===== config.mk =====
export PLATFORM = sky130hd
export DESIGN_NAME = bcd_frac_to_bin_flat
export DESIGN_NICKNAME = d
export VERILOG_FILES = /design/src/rtl/bcd_frac_to_bin_if.sv /design/src/rtl/bcd_frac_to_bin.sv /design/src/flat_wrapper.sv
export SDC_FILE = /design/constraint.sdc
export NUM_CORES = 1
export LEC_CHECK = 0
export CELL_PAD_IN_SITES_DETAIL_PLACEMENT = 2
export CELL_PAD_IN_SITES_GLOBAL_PLACEMENT = 2
export CORE_MARGIN = 8
export CORE_UTILIZATION = 34
export DETAILED_ROUTE_END_ITERATION = 12
export PLACE_DENSITY_LB_ADDON = 0.1
export SYNTH_ARGS = -nofsm -noshare
export SYNTH_HDL_FRONTEND = slang
export SYNTH_SLANG_ARGS = --single-unit

===== constraint.sdc =====
create_clock -name clk -period 1.94 [get_ports clk]
set_input_delay 0.388 -clock clk [delete_from_list [all_inputs] [get_ports clk]]
set_output_delay 0.388 -clock clk [all_outputs]
set_load 0.02 [all_outputs]

===== src/rtl/bcd_frac_to_bin_if.sv =====
// rtl/bcd_frac_to_bin_if.sv - request/result bundle for the BCD fraction to binary converter
interface bcd_frac_to_bin_if #(
    parameter int NDIG  = 5,
    parameter int NBITS = 24
);
    logic                start;
    logic [4*NDIG-1:0]   bcd_in;
    logic                ready;
    logic                done;
    logic [NBITS-1:0]    frac_out;
    logic [4:0]          so_bit_0;
    logic                inexact;
    logic                err;

    modport master (
        output start, bcd_in,
        input  ready, done, frac_out, so_bit_0, inexact, err
    );

    modport slave (
        input  start, bcd_in,
        output ready, done, frac_out, so_bit_0, inexact, err
    );
endinterface


===== src/rtl/bcd_frac_to_bin.sv =====
// rtl/bcd_frac_to_bin.sv - BCD fraction 0.d1..dN to truncated binary fraction by repeated BCD doubling
module bcd_frac_to_bin #(
    parameter int NDIG  = 5,
    parameter int NBITS = 24
) (
    input  logic               clk,
    input  logic               rst_n,
    bcd_frac_to_bin_if.slave   bus
);
    typedef enum logic {IDLE, SHIFT} state_t;

    state_t              r_state;
    state_t              w_state_nxt;
    logic [4*NDIG-1:0]   r_work;
    logic [4*NDIG-1:0]   w_work_dbl;
    logic [NBITS-1:0]    r_frac_sh;
    logic [4:0]          r_cnt;
    logic                r_bad;
    logic                r_done;
    logic [NBITS-1:0]    r_frac_out;
    logic [4:0]          r_so_bit_0;
    logic                r_inexact;
    logic                r_err;
    logic                w_carry;
    logic                w_bad_in;
    logic                w_accept;
    logic                w_last;
    logic [4:0]          w_lz;

    assign w_accept = (r_state == IDLE) && bus.start;
    // A bad input still passes through SHIFT for one edge so its result lands one edge after accept.
    assign w_last   = (r_state == SHIFT) && (r_bad || (r_cnt == 5'(NBITS)));

    always_comb begin
        logic [4:0] t;
        logic       c;
        c          = 1'b0;
        t          = '0;
        w_work_dbl = '0;
        for (int i = 0; i < NDIG; i++) begin
            t = {r_work[4*i +: 4], 1'b0} + {4'd0, c};
            if (t >= 5'd10) begin
                t = t - 5'd10;
                c = 1'b1;
            end else begin
                c = 1'b0;
            end
            w_work_dbl[4*i +: 4] = t[3:0];
        end
        w_carry = c;
    end

    always_comb begin
        w_bad_in = 1'b0;
        for (int i = 0; i < NDIG; i++) begin
            if (bus.bcd_in[4*i +: 4] > 4'd9) w_bad_in = 1'b1;
        end
    end

    always_comb begin
        w_lz = 5'(NBITS);
        for (int i = 0; i < NBITS; i++) begin
            if (r_frac_sh[i]) w_lz = 5'(NBITS - 1 - i);
        end
    end

    always_comb begin
        w_state_nxt = r_state;
        case (r_state)
            IDLE:    if (bus.start) w_state_nxt = SHIFT;
            SHIFT:   if (w_last)    w_state_nxt = IDLE;
            default: w_state_nxt = IDLE;
        endcase
    end

    always_ff @(posedge clk or negedge rst_n) begin
        if (!rst_n) r_state <= IDLE;
        else        r_state <= w_state_nxt;
    end

    always_ff @(posedge clk or negedge rst_n) begin
        if (!rst_n) begin
            r_work     <= '0;
            r_frac_sh  <= '0;
            r_cnt      <= '0;
            r_bad      <= 1'b0;
            r_done     <= 1'b0;
            r_frac_out <= '0;
            r_so_bit_0 <= '0;
            r_inexact  <= 1'b0;
            r_err      <= 1'b0;
        end else begin
            r_done <= 1'b0;
            if (w_accept) begin
                r_work    <= bus.bcd_in;
                r_frac_sh <= '0;
                r_cnt     <= '0;
                r_bad     <= w_bad_in;
            end else if (w_last) begin
                r_done <= 1'b1;
                if (r_bad) begin
                    r_err      <= 1'b1;
                    r_frac_out <= '0;
                    r_so_bit_0 <= 5'(NBITS);
                    r_inexact  <= 1'b0;
                end else begin
                    r_err      <= 1'b0;
                    r_frac_out <= r_frac_sh;
                    r_so_bit_0 <= w_lz;
                    r_inexact  <= |r_work;
                end
            end else if (r_state == SHIFT) begin
                r_work    <= w_work_dbl;
                r_frac_sh <= (r_frac_sh << 1) | NBITS'(w_carry);
                r_cnt     <= r_cnt + 5'd1;
            end
        end
    end

    assign bus.ready    = (r_state == IDLE);
    assign bus.done     = r_done;
    assign bus.frac_out = r_frac_out;
    assign bus.so_bit_0 = r_so_bit_0;
    assign bus.inexact  = r_inexact;
    assign bus.err      = r_err;
endmodule


===== src/flat_wrapper.sv =====
// flat-port wrapper written by rule: the top's interface ports become plain ports
module bcd_frac_to_bin_flat 
#(
    parameter int NDIG  = 5,
    parameter int NBITS = 24
)
  (clk, rst_n, bus_start, bus_bcd_in, bus_ready, bus_done, bus_frac_out, bus_so_bit_0, bus_inexact, bus_err);
  bcd_frac_to_bin_if #(.NDIG(NDIG), .NBITS(NBITS)) bus_i ();
  input  logic clk;
  input  logic rst_n;
  input wire logic [$bits(bus_i.start)-1:0] bus_start;
  input wire logic [$bits(bus_i.bcd_in)-1:0] bus_bcd_in;
  output wire logic [$bits(bus_i.ready)-1:0] bus_ready;
  output wire logic [$bits(bus_i.done)-1:0] bus_done;
  output wire logic [$bits(bus_i.frac_out)-1:0] bus_frac_out;
  output wire logic [$bits(bus_i.so_bit_0)-1:0] bus_so_bit_0;
  output wire logic [$bits(bus_i.inexact)-1:0] bus_inexact;
  output wire logic [$bits(bus_i.err)-1:0] bus_err;
  assign bus_i.start = bus_start;
  assign bus_i.bcd_in = bus_bcd_in;
  assign bus_ready = bus_i.ready;
  assign bus_done = bus_i.done;
  assign bus_frac_out = bus_i.frac_out;
  assign bus_so_bit_0 = bus_i.so_bit_0;
  assign bus_inexact = bus_i.inexact;
  assign bus_err = bus_i.err;
  bcd_frac_to_bin #(.NDIG(NDIG), .NBITS(NBITS)) u_core (.clk(clk), .rst_n(rst_n), .bus(bus_i));
endmodule

# ---- Yosys cells after proc, flatten, opt, wreduce, memory -nomap -nowiden
# Index checks and enable logic that the tools add are counted.
dict set report totals {
  output_inout_bits 33
  regBits 83
}
dict set report classes {
  mux 57
  reduce_logical 7
  eq_ne 2
  n_addsub 10
  n_bitwise 3
  n_lt_le_gt_ge 10
}
# cell count
set ops {}
lappend ops {{two-way mux 5 bit} 20}
lappend ops {{two-way mux 24 bit} 4}
lappend ops {{two-way mux 20 bit} 3}
lappend ops {{two-way mux 4 bit} 13}
lappend ops {{>= comparator 5 x 4 -> 1 bit (second input constant)} 5}
lappend ops {{bitwise OR 24 x 1 -> 24 bit} 1}
lappend ops {{adder 5 x 1 -> 5 bit} 4}
lappend ops {{> comparator 4 bit (second input constant)} 5}
lappend ops {{OR reduction 20 bit} 1}
lappend ops {{subtractor 4 bit (second input constant)} 5}
lappend ops {{two-way mux 1 bit} 16}
lappend ops {{adder 5 x 1 -> 5 bit (second input constant)} 1}
lappend ops {{equality test 5 bit (second input constant)} 1}
lappend ops {{AND reduction 2 bit} 2}
lappend ops {{logical AND 1 bit} 2}
lappend ops {{!= test 2 x 1 -> 1 bit (second input constant)} 1}
lappend ops {{inverter 1 bit} 2}
lappend ops {{case mux 1 bit (2 select lines)} 1}
lappend ops {{nonzero test 2 bit} 1}
lappend ops {{logical OR 1 bit} 1}

# ---- Longest topological paths before layout
# Gate-level depths: netlist of run 1.
dict set report logic_depth {
  depth_word 25
  depth_mapped 9
  depth_no_buf 8
}

# ---- Worst setup path after synthesis of run 1
# No wires, ideal clock.
dict set report synth_timing {
  path_type {reg2reg}
  startpoint {register u_core.r_cnt[0]}
  endpoint {register u_core.r_work[9]}
  setup_ns 0.126
  path_stages_with_launch 10
  setup_slack_ns 0.170
  t_required_ns 1.814
  arrival_ns 1.644
  cell_sequence {dfrtp_1 inv_1 ha_1 and4b_4 nor3_2 buf_4 nor2_2 buf_2 a221oi_1 nand2_1}
}
dict set report synth_between {
  elab_chain_cells 5
}
# item line
set synth_rtl {}
lappend synth_rtl {{from (decl)} bcd_frac_to_bin.sv:17} ;# logic [4:0] r_cnt;
lappend synth_rtl {{from (signal assigned)} bcd_frac_to_bin.sv:115} ;# r_cnt <= r_cnt + 5'd1;
lappend synth_rtl {{equality test 5 bit} bcd_frac_to_bin.sv:32} ;# assign w_last = (r_state == SHIFT) && (r_bad || (r_cnt == 5'(NBITS)));
lappend synth_rtl {{logical OR 1 bit} bcd_frac_to_bin.sv:32}
lappend synth_rtl {{logical AND 1 bit} bcd_frac_to_bin.sv:32}
lappend synth_rtl {{!= test 2 x 1 -> 1 bit (no source line)} -}
lappend synth_rtl {{AND reduction 2 bit (no source line)} -}
lappend synth_rtl {{to (signal assigned)} bcd_frac_to_bin.sv:95} ;# r_work <= bus.bcd_in;
lappend synth_rtl {{to (signal assigned)} bcd_frac_to_bin.sv:113} ;# r_work <= w_work_dbl;
lappend synth_rtl {{to (decl)} bcd_frac_to_bin.sv:14} ;# logic [4*NDIG-1:0] r_work;
# Every way passes these cells.
# A chain may end at the register's enable or synchronous reset.

# ---- Worst setup path in the final report of run 1
dict set report layout_timing {
  startpoint {register u_core.r_cnt[1]}
  endpoint {register u_core.r_work[18]}
}
# Same word-level chain as after synthesis.

==> results of run 1 <==
## sequential cells by signal (all words and copies together) (netlist names), 5 cells and up
register,cells
u_core.bus.so_bit_0,5
u_core.r_frac_sh,24
u_core.r_work,20
u_core.r_cnt,5
u_core.bus.frac_out,24
## routing by layer
layer	routed length, um	vias to the layer above	track usage [%]
met5	0	-	0
met4	240	0	6.99
met3	608	20	3.33
met2	7290	89	30.3
met1	6570	2029	21.4
li1	-	1826	-
## area by class of cell
| class | count | area (sq um) |
|---|---|---|
| fillers | 1329 | 6450 |
| flip-flops and latches | 83 | 2080 |
| multi-input cells | 344 | 2020 |
| repair buffers | 95 | 983 |
| clock buffers | 12 | 256 |
| well taps | 168 | 210 |
| inverters | 23 | 86.3 |
| clock inverters | 4 | 25.0 |
## worst max path at each step
stage / from / end / slack (ps) / cells past startpoint
floorplan: u_core.r_cnt[0] / u_core.r_work[9] / 170 / 9
global placement: bus_start / u_core.r_work[7] / -100 / 6
finish: u_core.r_cnt[1] / u_core.r_work[18] / -10 / 7
global route: u_core.r_work[16] / u_core.r_work[18] / -110 / 7
CTS: u_core.r_cnt[1] / u_core.r_work[14] / -20 / 8
detailed placement: bus_start / u_core.r_work[7] / -200 / 6
## per-stage QoR
step / TNS, ps / util, % / instance area [sq um] / worst slack (ps) / cells
CTS: -15.6 / 45.2 / 5470 / -15.6 / 714
global placement: -147 / 42.4 / 5130 / -95.9 / 696
finish: -17.1 / 46.7 / 5660 / -11.7 / 729
global route: -593 / 46.7 / 5660 / -107 / 729
detailed placement: -396 / 42.4 / 5130 / -199 / 696
floorplan: 0 / - / 4240 / 170 / 477
## logic make-up after synthesis
logic type | count (synthesis)
and+or+nand+nor | 190
AOI/OAI and AO/OA | 137
DFF | 83
buffers and inverters | 50
adders and majority gates | 12
xor gates and xnor gates | 4
muxes | 1
## critical path: stages (launching register included)
cell and delay (ps):
sky130_fd_sc_hd__dfrtp_1 410, sky130_fd_sc_hd__inv_2 60, sky130_fd_sc_hd__ha_2 160, sky130_fd_sc_hd__and4b_4 220
sky130_fd_sc_hd__nor3_4 340, sky130_fd_sc_hd__nor2_4 140, sky130_fd_sc_hd__buf_4 190, sky130_fd_sc_hd__a211o_1 310
## cells in the final DEF, fill, tap and decap left out, types with 4 or more instances in the layout
cell type,count
sky130_fd_sc_hd__nor2_1,27
sky130_fd_sc_hd__nor2b_1,4
sky130_fd_sc_hd__dfrtp_1,83
sky130_fd_sc_hd__o31ai_1,14
sky130_fd_sc_hd__inv_1,21
sky130_fd_sc_hd__nand2_1,97
sky130_fd_sc_hd__clkdlybuf4s50_1,53
sky130_fd_sc_hd__buf_4,30
sky130_fd_sc_hd__a31oi_1,6
sky130_fd_sc_hd__nor3_1,9
sky130_fd_sc_hd__a22oi_1,4
sky130_fd_sc_hd__a21oi_1,14
sky130_fd_sc_hd__clkbuf_16,11
sky130_fd_sc_hd__o21ai_0,67
sky130_fd_sc_hd__nand2b_1,24
sky130_fd_sc_hd__or4_1,5
sky130_fd_sc_hd__buf_12,6
sky130_fd_sc_hd__ha_1,10
## power groups by stage
stage	combinational [uW]	clock (uW)	sequential, uW
floorplan	634	0	2050
global placement	1070	0	2060
detailed placement	1110	0	2060
CTS	1140	1700	2040
global route	1380	1750	2070
finish	1260	1660	2050
## what timing repair did
action                                  CTS  global route
gates resized for setup                   5            10
endpoints found under the hold margin    16             0
hold buffers                              1             0
buffers inserted                          0            13
endpoints found under the setup margin    5            11
gates cloned                              1             2
pin swaps                                 0             4
==> results by stage, run 1 <==
Status:
- The flow ran to the end, but the final reports show violations.
- The checks that failed: setup timing.

STA:
- The total count of max-transition violations in the final report is 0.
- The slew at the pin closest to its max-slew limit is 570 ps.
- The worst-case headroom to the max-slew limit is 61.9%.
- The minimum hold slack is 478 ps.
- After layout, the worst setup slack is -11.7 ps.
- The share of the clock period used by the worst path is 101%.
- The maximum operating frequency is 0.512 GHz.
- For the final database, setup skew stands at 8.76 ps.
- Setup violations remaining at the end of the flow were counted as 2.
- The time the final worst path needs with I/O delays and setup is 1950 ps.
- Setup repair after global routing could not meet its margin everywhere.
- The final-report hold violation count was 0.

Worst setup path:
- Data arrives at the worst endpoint at 2180 ps.
- The endpoint class of the critical path is a flop.
- For the worst flop-to-flop path, the logic depth is 7.
- STA classifies the critical path startpoint as a flop.
- At the worst endpoint, the required time is 2160 ps.
- Of all nets on the critical path, the largest fanout is 8.
- The type of the setup path with the least slack is reg -> reg.
- The worst register-to-register path has a setup slack of -10 ps.
- The end of the worst register-to-register path is u_core.r_work[18].
- The source of the worst register-to-register timing path is u_core.r_cnt[1].

Min path:
- In this run the worst hold path is classified as reg -> reg.
- The worst hold path terminates at u_core.bus.frac_out[5].
- The worst hold path depth is 2.
- In this run the most critical hold path is launched from u_core.bus.frac_out[5].

Power:
- In this run, the clock network consumes 33.3% of the power.
- The part of the power in registers is 41.3%.
- The peak ir drop on the vdd network is 315 uV.
- The total power draw is 4970 uW.
- In this run the power spent charging and discharging nets is 1620 uW.
- Combinational cells account for 25.4% of the total power.
- For this design the static power due to leakage is 0.00241 uW.
- The internal power is 3350 uW.
- Dividing total power by cell area gives a power density of 878 nW/um^2.
- The proportion of total power due to net switching is 32.5%.

Global route:
- The total global routing track utilization is 17.7%.
- The number of antenna violations at the first check in global routing is 0.
- The sum of overflow across all layers after global routing is 0.
- Entering global routing, the biggest net connects 32 pins.
- The first global-routing pass estimated 22,900 um of wire.
- The number of global-route vias before repair is 4,340.

Finish:
- Relative to the synthesized area, the layout overhead comes to 33.5%.
- The fraction of final layout cells with drive strength greater than 1 is 12.7%.
- The net total in the final layout is 591.
- The total inserted antenna cells is 0.

Die:
- The full die area is 16,300 sq um.
- The number of ports placed on the die boundary is 56.
- The initialized floorplan defines 40 standard-cell rows.
- The die height is 128 um.
- The area of the placeable core is 12,100 sq um.
- For this configuration, the core starts out at a cell density of 35.0%.
- The floorplan die width is 128 um.

Logic synthesis:
- The fraction of post-synthesis cell area in the top cell type by area is 49.0%.
- The most common cell in the synthesized netlist is sky130_fd_sc_hd__nand2_1.
- The cell count after synthesis came out at 477.
- The share of synthesized area occupied by flip-flops and latches is 49.0%.
- Yosys printed 0 warnings.
- The largest family of logic cells by synthesized area is simple AND/OR/NAND/NOR gates.
- By area the synthesized netlist is led by sky130_fd_sc_hd__dfrtp_1 (49%), sky130_fd_sc_hd__nand2_1 (8.6%), sky130_fd_sc_hd__o21ai_0 (7.9%).
- Counting flops with a built-in enable in the synthesized netlist gives 0.
- After Yosys synthesis, full adders, half adders and majority gates account for 3.54% of the synthesized area.
- The mean area per synthesized cell is 8.89 sq um.
- Of the post-synthesis cell area, the part taken by muxes is 0.236%.
- The cell accounting for the most synthesized area is sky130_fd_sc_hd__dfrtp_1.
- The commonest cells after synthesis are sky130_fd_sc_hd__nand2_1 (97), sky130_fd_sc_hd__dfrtp_1 (83), sky130_fd_sc_hd__o21ai_0 (67).
- The synthesized flop and latch total is 83.
- The synthesized net count is 512.
- For this run, asynchronously set or reset flops after synthesis account for 100%.
- The most used flip-flop cell after synthesis is sky130_fd_sc_hd__dfrtp_1.
- The basic-gate share of the synthesized area counting and, or, nand and nor cells is 21.4%.
- The cell area that synthesis handed to floorplanning was 4240 sq um.
- The number of different library cells used by synthesis comes to 55.
- The synthesized-area fraction occupied by ao, oa, aoi and oai cells is 20.1%.
- Summing the areas of all xor and xnor instances in the mapped netlist gives 0.826% of the synthesized area.

Drt:
- The routed design has 14,700 um of wire.
- The number of search-and-repair iterations in the first detailed-routing pass is 4.
- In the routed design, unresolved DRC markers number 0.
- Dividing the detail-routed via count by the number of cells gives 5.44.
- The via count is 3,964.
- After the first detailed-routing iteration, the DRC count stood at 255.
- The antenna violation net count after detailed routing is 0.
- Dividing the detail-routed wire length by the instance count gives 20.2 um.

CTS:
- The number of H-tree branching levels is 3.
- The TritonCTS clock tree is yes.
- The number of buffers on the longest clock path is 2.
- Clock-pin slew was measured on the worst setup and hold paths at 70 ps.
- The root buffer selected by CTS is sky130_fd_sc_hd__clkbuf_16.
- The worst-skew pair later-pin latency is 340 ps.
- Counting the buffers created by CTS gives 9.
- The clock sink count is 83.

Placed design:
- The placer's final routability congestion estimate is 0.805.
- During placement, the flow inserted port buffers numbering 55.
- Detailed placement ended at an HPWL of 9730 um.

Flow run:
- The tool flagged a number of max-cap violations equal to 0.
No activity file was read; power rests on OpenSTA's default activity.
==> run 2, diff against run 1 <==
--- a/config.mk
+++ b/config.mk
@@ -7,10 +7,11 @@
 export LEC_CHECK = 0
 export CELL_PAD_IN_SITES_DETAIL_PLACEMENT = 2
 export CELL_PAD_IN_SITES_GLOBAL_PLACEMENT = 2
-export CORE_MARGIN = 8
 export CORE_UTILIZATION = 34
 export DETAILED_ROUTE_END_ITERATION = 12
+export HOLD_SLACK_MARGIN = 0.15
 export PLACE_DENSITY_LB_ADDON = 0.1
+export REMOVE_ABC_BUFFERS = 1
 export SYNTH_ARGS = -nofsm -noshare
 export SYNTH_HDL_FRONTEND = slang
 export SYNTH_SLANG_ARGS = --single-unit
==> results by stage, run 2 (synthesized netlist as in run 1, its figures left out) <==
Global route:
- The global-route track usage on met3 is 4.14% (+0.82 points).
- The wire length of the first global-routing pass is 22,400 um (-2.5%).
- The met2 usage was 40.3% (+9.9 points).
- The sum of overflow across all layers after global routing was 0 (unchanged).
- The pin count of the biggest net entering global routing is 54 (+69%).
- The met1 layer usage reported by global route is 26.1% (+4.7 points).
- The number of antenna violations at the first check in global routing is 0 (unchanged).
- The highest-utilization routing layer at the global route stage is met2.
- The number of global-route vias before repair is 4,333 (-0.16%).
- The total global routing track utilization is 22.4% (+4.7 points).

CTS:
- The TritonCTS clock tree is yes.
- The number of buffers on the longest clock path is 2 (unchanged).
- The tree is rooted in a sky130_fd_sc_hd__clkbuf_16.
- The worst-skew pair later-pin latency is 350 ps (about the same).
- The clock sink count came to 83 (unchanged).
- The number of H-tree branching levels came to 3 (unchanged).
- The number of buffers added by the clock tree synthesis step came to 9 (unchanged).
- The clock-pin slew reported for the worst setup and hold paths after clock tree synthesis was 70 ps (about the same).

Finish:
- The number of standard cells in the layout, taps in and fillers out is 724 (-0.69%).
- The fraction of final layout cells with drive strength greater than 1 came to 11.5% (-1.1 points).
- The library cells used most frequently in the layout, excluding fill and tap cells, are sky130_fd_sc_hd__nand2_1 (97), sky130_fd_sc_hd__dfrtp_1 (83), sky130_fd_sc_hd__o21ai_0 (67), sky130_fd_sc_hd__clkdlybuf4s50_1 (53).
- The commonest non-fill, non-tap cell in the layout is sky130_fd_sc_hd__nand2_1.
- Relative to the synthesized area, the layout overhead comes to 30.9%.
- The net total in the final layout is 586 (-0.85%).
- The core occupancy in the finished layout is 46.0% (-0.72 points).
- The total inserted antenna cells came to 0 (unchanged).

Power:
- The leakage power of the design is 0.00236 uW (-2.1%).
- The peak ir drop on the vdd network is 366 uV (+16%).
- The total power per unit cell area was 879 nW/um^2 (+0.12%).
- The total power draw is 4880 uW (-1.8%).

Worst setup path:
- The peak fanout along the critical path is 27 (+19).
- The endpoint class of the critical path is a flop.
- The critical path in this run is classified as reg -> reg.
- The endpoint required time on the critical path came to 2170 ps (about the same).
- The endpoint arrival time on the critical path came to 2100 ps (-80 ps).
- The critical path starts at u_core.r_cnt[1].
- The nature of the critical path startpoint is a flop.
- The startpoint identified for the worst register-to-register timing path is u_core.r_cnt[1].

Placed design:
- The final HPWL from detailed placement came to 9360 um (-3.8%).
- The number of instances in the placed design is 703 (+1.0%).
- The placer's final routability congestion estimate is 0.802 (-0.32%).
- The number of buffers inserted by port buffering was 55 (unchanged).

STA:
- The share of the clock period used by the worst path is 96.2% (-4.4 points).
- The worst clock skew is 5.77 ps (-2.99 ps).
- The time the final worst path needs with I/O delays and setup was 1870 ps (-85.4 ps).
- The slew at the pin closest to its max-slew limit is 477 ps (-92.5 ps).
- The total count of max-transition violations in the final report came to 0 (unchanged).
- The minimum hold slack was 485 ps (+6.33 ps).
- The final-report hold violation count is 0 (unchanged).
- The number of failing setup endpoints in the final timing report is 0 (-2).
- Setup repair after global routing left no endpoint under its margin.
- The worst-case headroom to the max-slew limit is 68.2% (+6.2 points).
- The maximum operating frequency came to 0.536 GHz (+4.6%).
- The total negative slack was 0 ps (+17.1 ps).

Drt:
- The ratio of routed vias to standard cells is 5.33 (-2.0%).
- The violation count after the first detailed-route iteration was 96 (-62%).
- The average wire per standard cell is 18.3 um (-9.1%).
- The via count is 3,857 (-2.7%).
- The antenna violation net count after detailed routing was 0 (unchanged).
- The remaining design rule violation count came to 0 (unchanged).
- The final wirelength came to 13,300 um (-9.7%).
- The number of search-and-repair iterations in the first detailed-routing pass is 4 (unchanged).

Min path:
- The startpoint of the lowest-slack hold path is u_core.bus.frac_out[8].
- The tightest min-delay check is of the reg -> reg type.

Die:
- The area of the placeable core is 12,100 sq um (-0.41%).
- The total number of placement rows was 40 (unchanged).
- The number of ports placed on the die boundary is 56 (unchanged).
- The floorplan die width is 114 um (-11%).
- The full die area came to 12,900 sq um (-21%).
- The die height is 114 um (-11%).
- The effective utilization at floorplan was 35.2% (+0.15 points).

Flow run:
- The number of max-capacitance violations reported is 0 (unchanged).

Status:
- The run finished with clean final reports.
-- run 2: cell count changes in the layout (fill, tap and decap cells not counted), moves of 2 or more --
cell                       previous run  this run
sky130_fd_sc_hd__buf_4               30        27
sky130_fd_sc_hd__buf_12               6         4
sky130_fd_sc_hd__clkbuf_8             2         0
sky130_fd_sc_hd__clkinv_4             0         2
-- run 2: per-stage QoR --
stage | setup slack, ps | instance area [sq um]
2_1_floorplan | -1560 | 4120
3_3_place_gp | 46.5 | 5190
3_5_place_dp | 11.0 | 5190
4_1_cts | 5.82 | 5490
5_1_grt | 1.43 | 5550
6_report | 73.7 | 5550
-- run 2: final timing paths --
check | to | slack [ps] | depth (start not counted)
min reg2reg | u_core.bus.frac_out[8] | 480 | 2
max | u_core.r_work[7] | 70 | 8
min in group asynchronous | u_core.bus.done | 500 | 2
max in group asynchronous | u_core.r_frac_sh[21] | 900 | 3
min | u_core.bus.frac_out[8] | 480 | 2
max reg2reg | u_core.r_work[7] | 70 | 8
-- run 2: where the power goes --
group	switching (uW)	internal (uW)	leakage, uW	total [uW]
combinational	672	522	0.00112	1190
clock	763	874	0.000128	1640
sequential	172	1870	0.00111	2040
-- run 2: worst max-delay path, cell delays in order, from the launching register on --
cell and delay (ps):
sky130_fd_sc_hd__dfrtp_1 410, sky130_fd_sc_hd__inv_2 70, sky130_fd_sc_hd__ha_1 140, sky130_fd_sc_hd__and4b_4 290, sky130_fd_sc_hd__nor3_4 70, sky130_fd_sc_hd__buf_6 160
sky130_fd_sc_hd__buf_16 160, sky130_fd_sc_hd__and3_1 190, sky130_fd_sc_hd__a221o_1 250
-- run 2: layer usage --
layer,wire length (um),vias up
li1,-,1816
met1,5650,1944
met2,6890,62
met3,326,35
met4,411,0
met5,0,-
-- run 2: final cells by class --
| cell class | instances | area (sq um) |
|---|---|---|
| Clock buffer | 9 | 225 |
| Clock inverter | 7 | 53.8 |
| Fill cell | 1332 | 6510 |
| Inverter | 23 | 86.3 |
| Multi-Input combinational cell | 344 | 1990 |
| Sequential cell | 83 | 2080 |
| Tap cell | 168 | 210 |
| Timing Repair Buffer | 90 | 907 |
-- run 2: what timing repair did --
action,in CTS,in global routing
endpoints found under the hold margin,24,0
resized for setup,1,9
setup endpoints to repair,3,9
cloned,0,1
hold buffers,1,0
setup buffers,2,1
pin swaps,1,2
==> run 3, diff against run 2 <==
--- a/config.mk
+++ b/config.mk
@@ -11,7 +11,6 @@
 export DETAILED_ROUTE_END_ITERATION = 12
 export HOLD_SLACK_MARGIN = 0.15
 export PLACE_DENSITY_LB_ADDON = 0.1
-export REMOVE_ABC_BUFFERS = 1
 export SYNTH_ARGS = -nofsm -noshare
 export SYNTH_HDL_FRONTEND = slang
 export SYNTH_SLANG_ARGS = --single-unit
==> results by stage, run 3 (synthesized netlist as in run 1, its figures left out) <==
Worst setup path:
- The worst setup path is launched from a flop.
- The delay of the slowest cell on the worst path is 370 ps (-40 ps).
- The endpoint arrival time on the critical path is 2150 ps (+50 ps).
- The largest individual stage delay along the critical path comes from the cell sky130_fd_sc_hd__dfrtp_1.
- The most numerous cell on the critical path is sky130_fd_sc_hd__buf_4.
- The peak fanout along the critical path is 25 (-7.4%).
- The endpoint required time on the critical path came to 2180 ps (about the same).
- By startpoint and endpoint, the worst setup path is classified as reg -> reg.
- Walking the worst path, the cells encountered are inv_2 -> ha_2 -> and4b_4 -> nor3_4 -> buf_4 -> buf_8 -> buf_4 -> nand2_1 -> o21ai_0.
- The endpoint class of the critical path is a flop.

CTS:
- The number of H-tree branching levels is 3 (unchanged).
- The clock-pin slew reported for the worst setup and hold paths after clock tree synthesis is 70 ps (about the same).
- TritonCTS built the clock tree.
- The number of buffers on the longest clock path was 2 (unchanged).
- The root buffer selected by CTS is sky130_fd_sc_hd__clkbuf_16.
- The worst-skew pair later-pin latency is 350 ps (about the same).
- The clock sink count is 83 (unchanged).
- The number of buffers added by the clock tree synthesis step is 9 (unchanged).

Global route:
- The total global routing track utilization was 21.8% (-0.58 points).
- The met2 usage is 37.0% (-3.3 points).
- The number of antenna violations at the first check in global routing was 0 (unchanged).
- The number of global-route vias before repair is 4,026 (-7.1%).
- The pin count of the biggest net entering global routing is 84 (+56%).
- The sum of overflow across all layers after global routing is 0 (unchanged).
- The wire length of the first global-routing pass is 21,700 um (-3.1%).
- The global routing stage identified its most utilized layer as met2.
- The global-route track usage on met3 is 2.87% (-1.3 points).
- The met1 layer usage reported by global route is 28.1% (+2.0 points).

STA:
- The worst clock skew is 6.51 ps (+0.744 ps).
- The final-report hold violation count is 0 (unchanged).
- The worst-case headroom to the max-slew limit is 65.9% (-2.3 points).
- The number of failing setup endpoints in the final timing report is 0 (unchanged).
- The maximum operating frequency is 0.523 GHz (-2.4%).
- The total negative slack came to 0 ps (unchanged).
- The time the final worst path needs with I/O delays and setup is 1910 ps (+46.9 ps).
- The slew at the pin closest to its max-slew limit is 499 ps (+21.6 ps).
- The share of the clock period used by the worst path was 98.6% (+2.4 points).
- The minimum hold slack is 483 ps (-1.85 ps).
- The total count of max-transition violations in the final report is 0 (unchanged).

Placed design:
- The number of instances in the placed design came to 695 (-1.1%).
- The number of buffers inserted by port buffering is 55 (unchanged).
- The final HPWL from detailed placement is 9160 um (-2.2%).
- The placer's final routability congestion estimate was 0.830 (+3.4%).
- The post-detailed-placement cell area is 5100 sq um (-1.6%).

Power:
- The part of the power in registers is 39.8% (-2.1 points).
- The total power per unit cell area is 925 nW/um^2 (+5.2%).
- The part of the total power dissipated in combinational logic is 22.7% (-1.8 points).
- The leakage power of the design came to 0.00235 uW (-0.30%).
- The proportion of total power due to net switching is 30.6% (-2.4 points).
- The peak ir drop on the vdd network is 337 uV (-7.8%).
- The internal power is 3570 uW (+9.1%).
- The switching power total is 1570 uW (-2.1%).
- The portion of total power attributed to the clock network was 37.5% (+3.9 points).

Drt:
- The number of search-and-repair iterations in the first detailed-routing pass is 4 (unchanged).
- The average wire per standard cell is 18.3 um (-0.26%).
- The final wirelength was 13,100 um (-1.1%).
- The ratio of routed vias to standard cells is 5.31 (-0.37%).
- The via count is 3,811 (-1.2%).
- The antenna violation net count after detailed routing is 0 (unchanged).
- The remaining design rule violation count is 0 (unchanged).
- The violation count after the first detailed-route iteration is 124 (+29%).

Die:
- The number of ports placed on the die boundary is 56 (unchanged).
- The die height is 114 um (unchanged).
- The area of the placeable core is 12,100 sq um (unchanged).
- The floorplan die width came to 114 um (unchanged).
- The total number of placement rows is 40 (unchanged).
- The full die area was 12,900 sq um (unchanged).
- The effective utilization at floorplan came to 35.2% (unchanged).

Finish:
- The net total in the final layout is 580 (-1.0%).
- From synthesis to final layout, the design area changed by 31.1%.
- The total inserted antenna cells is 0 (unchanged).
- The top cell types in the final layout, fill and taps aside, are sky130_fd_sc_hd__nand2_1 (96), sky130_fd_sc_hd__dfrtp_1 (83), sky130_fd_sc_hd__o21ai_0 (66), sky130_fd_sc_hd__clkdlybuf4s50_1 (53), sky130_fd_sc_hd__nor2_1 (27).
- The number of filler cells placed in the layout is 1,319 (-0.98%).
- The number of standard cells in the layout, taps in and fillers out is 718 (-0.83%).
- The commonest non-fill, non-tap cell in the layout is sky130_fd_sc_hd__nand2_1.
- The area of all placed cells without fillers is 5560 sq um (+0.18%).
- The fraction of final layout cells with drive strength greater than 1 came to 11.6% (+0.13 points).

Min path:
- The path class of the tightest hold or removal check is reg -> reg.

Status:
- The flow ran to the end, and the final reports show no timing, DRC or antenna violations.

Flow run:
- The number of max-capacitance violations reported is 0 (unchanged).
-- run 3: path summary, 6_finish.rpt --
path | endpoint | from | slack, ps | cells past startpoint
setup reg to reg | u_core.r_frac_sh[21] | u_core.r_cnt[1] | 30 | 9
hold reg to reg | u_core.bus.frac_out[18] | u_core.bus.frac_out[18] | 480 | 2
min in group asynchronous | u_core.bus.frac_out[11] | rst_n | 630 | 3
max in group asynchronous | u_core.bus.err | rst_n | 960 | 3
hold / removal | u_core.bus.frac_out[18] | u_core.bus.frac_out[18] | 480 | 2
setup / recovery | u_core.r_frac_sh[21] | u_core.r_cnt[1] | 30 | 9
-- run 3: layout make-up --
class                   count  area (sq um)  area share (%)
repair buffers             84           820            14.7
clock inverters             4          72.6            1.31
inverters                  23          86.3            1.55
clock buffers              12           256            4.61
well taps                 168           210            3.78
multi-input cells         344          2040            36.6
flip-flops and latches     83          2080            37.4
-- run 3: timing repair --
item	4_1_cts	5_1_grt
hold endpoints to repair	83	0
pin swaps	0	6
setup buffers	0	8
hold buffers	1	0
resized for setup	3	19
setup endpoints to repair	3	20
-- run 3: per-layer routing --
| layer | wire length, um | share of wire (%) |
|---|---|---|
| met4 | 278 | 2.1 |
| met2 | 6480 | 49 |
| met3 | 310 | 2.4 |
| met5 | 0 | 0 |
| met1 | 6060 | 46 |
-- run 3: power by group through the flow --
| stage | clock (uW) | sequential, uW | combinational, uW |
|---|---|---|---|
| 2_1_floorplan | 0 | 2050 | 634 |
| 3_3_place_gp | 0 | 2050 | 1040 |
| 3_5_place_dp | 0 | 2070 | 1090 |
| 4_1_cts | 1970 | 2040 | 1110 |
| 5_1_grt | 2030 | 2070 | 1290 |
| 6_report | 1930 | 2050 | 1160 |
-- run 3: metrics by stage --
| stage | util [%] | setup WS (ps) | total power (uW) |
|---|---|---|---|
| floorplan | - | 170 | 2680 |
| global placement | 42.3 | 57.6 | 3100 |
| detailed placement | 42.3 | -29.4 | 3160 |
| CTS | 45.1 | -9.27 | 5120 |
| global route | 46.1 | -54.9 | 5390 |
| finish | 46.1 | 26.9 | 5140 |
-- run 3: critical path: cells and delay by family (launching register included) --
kind	cells	cell delay [ps]
DFF	1	370
AOI/OAI and AO/OA	1	130
and+or+nand+nor	3	530
buffers and inverters	4	590
adders and majority gates	1	180
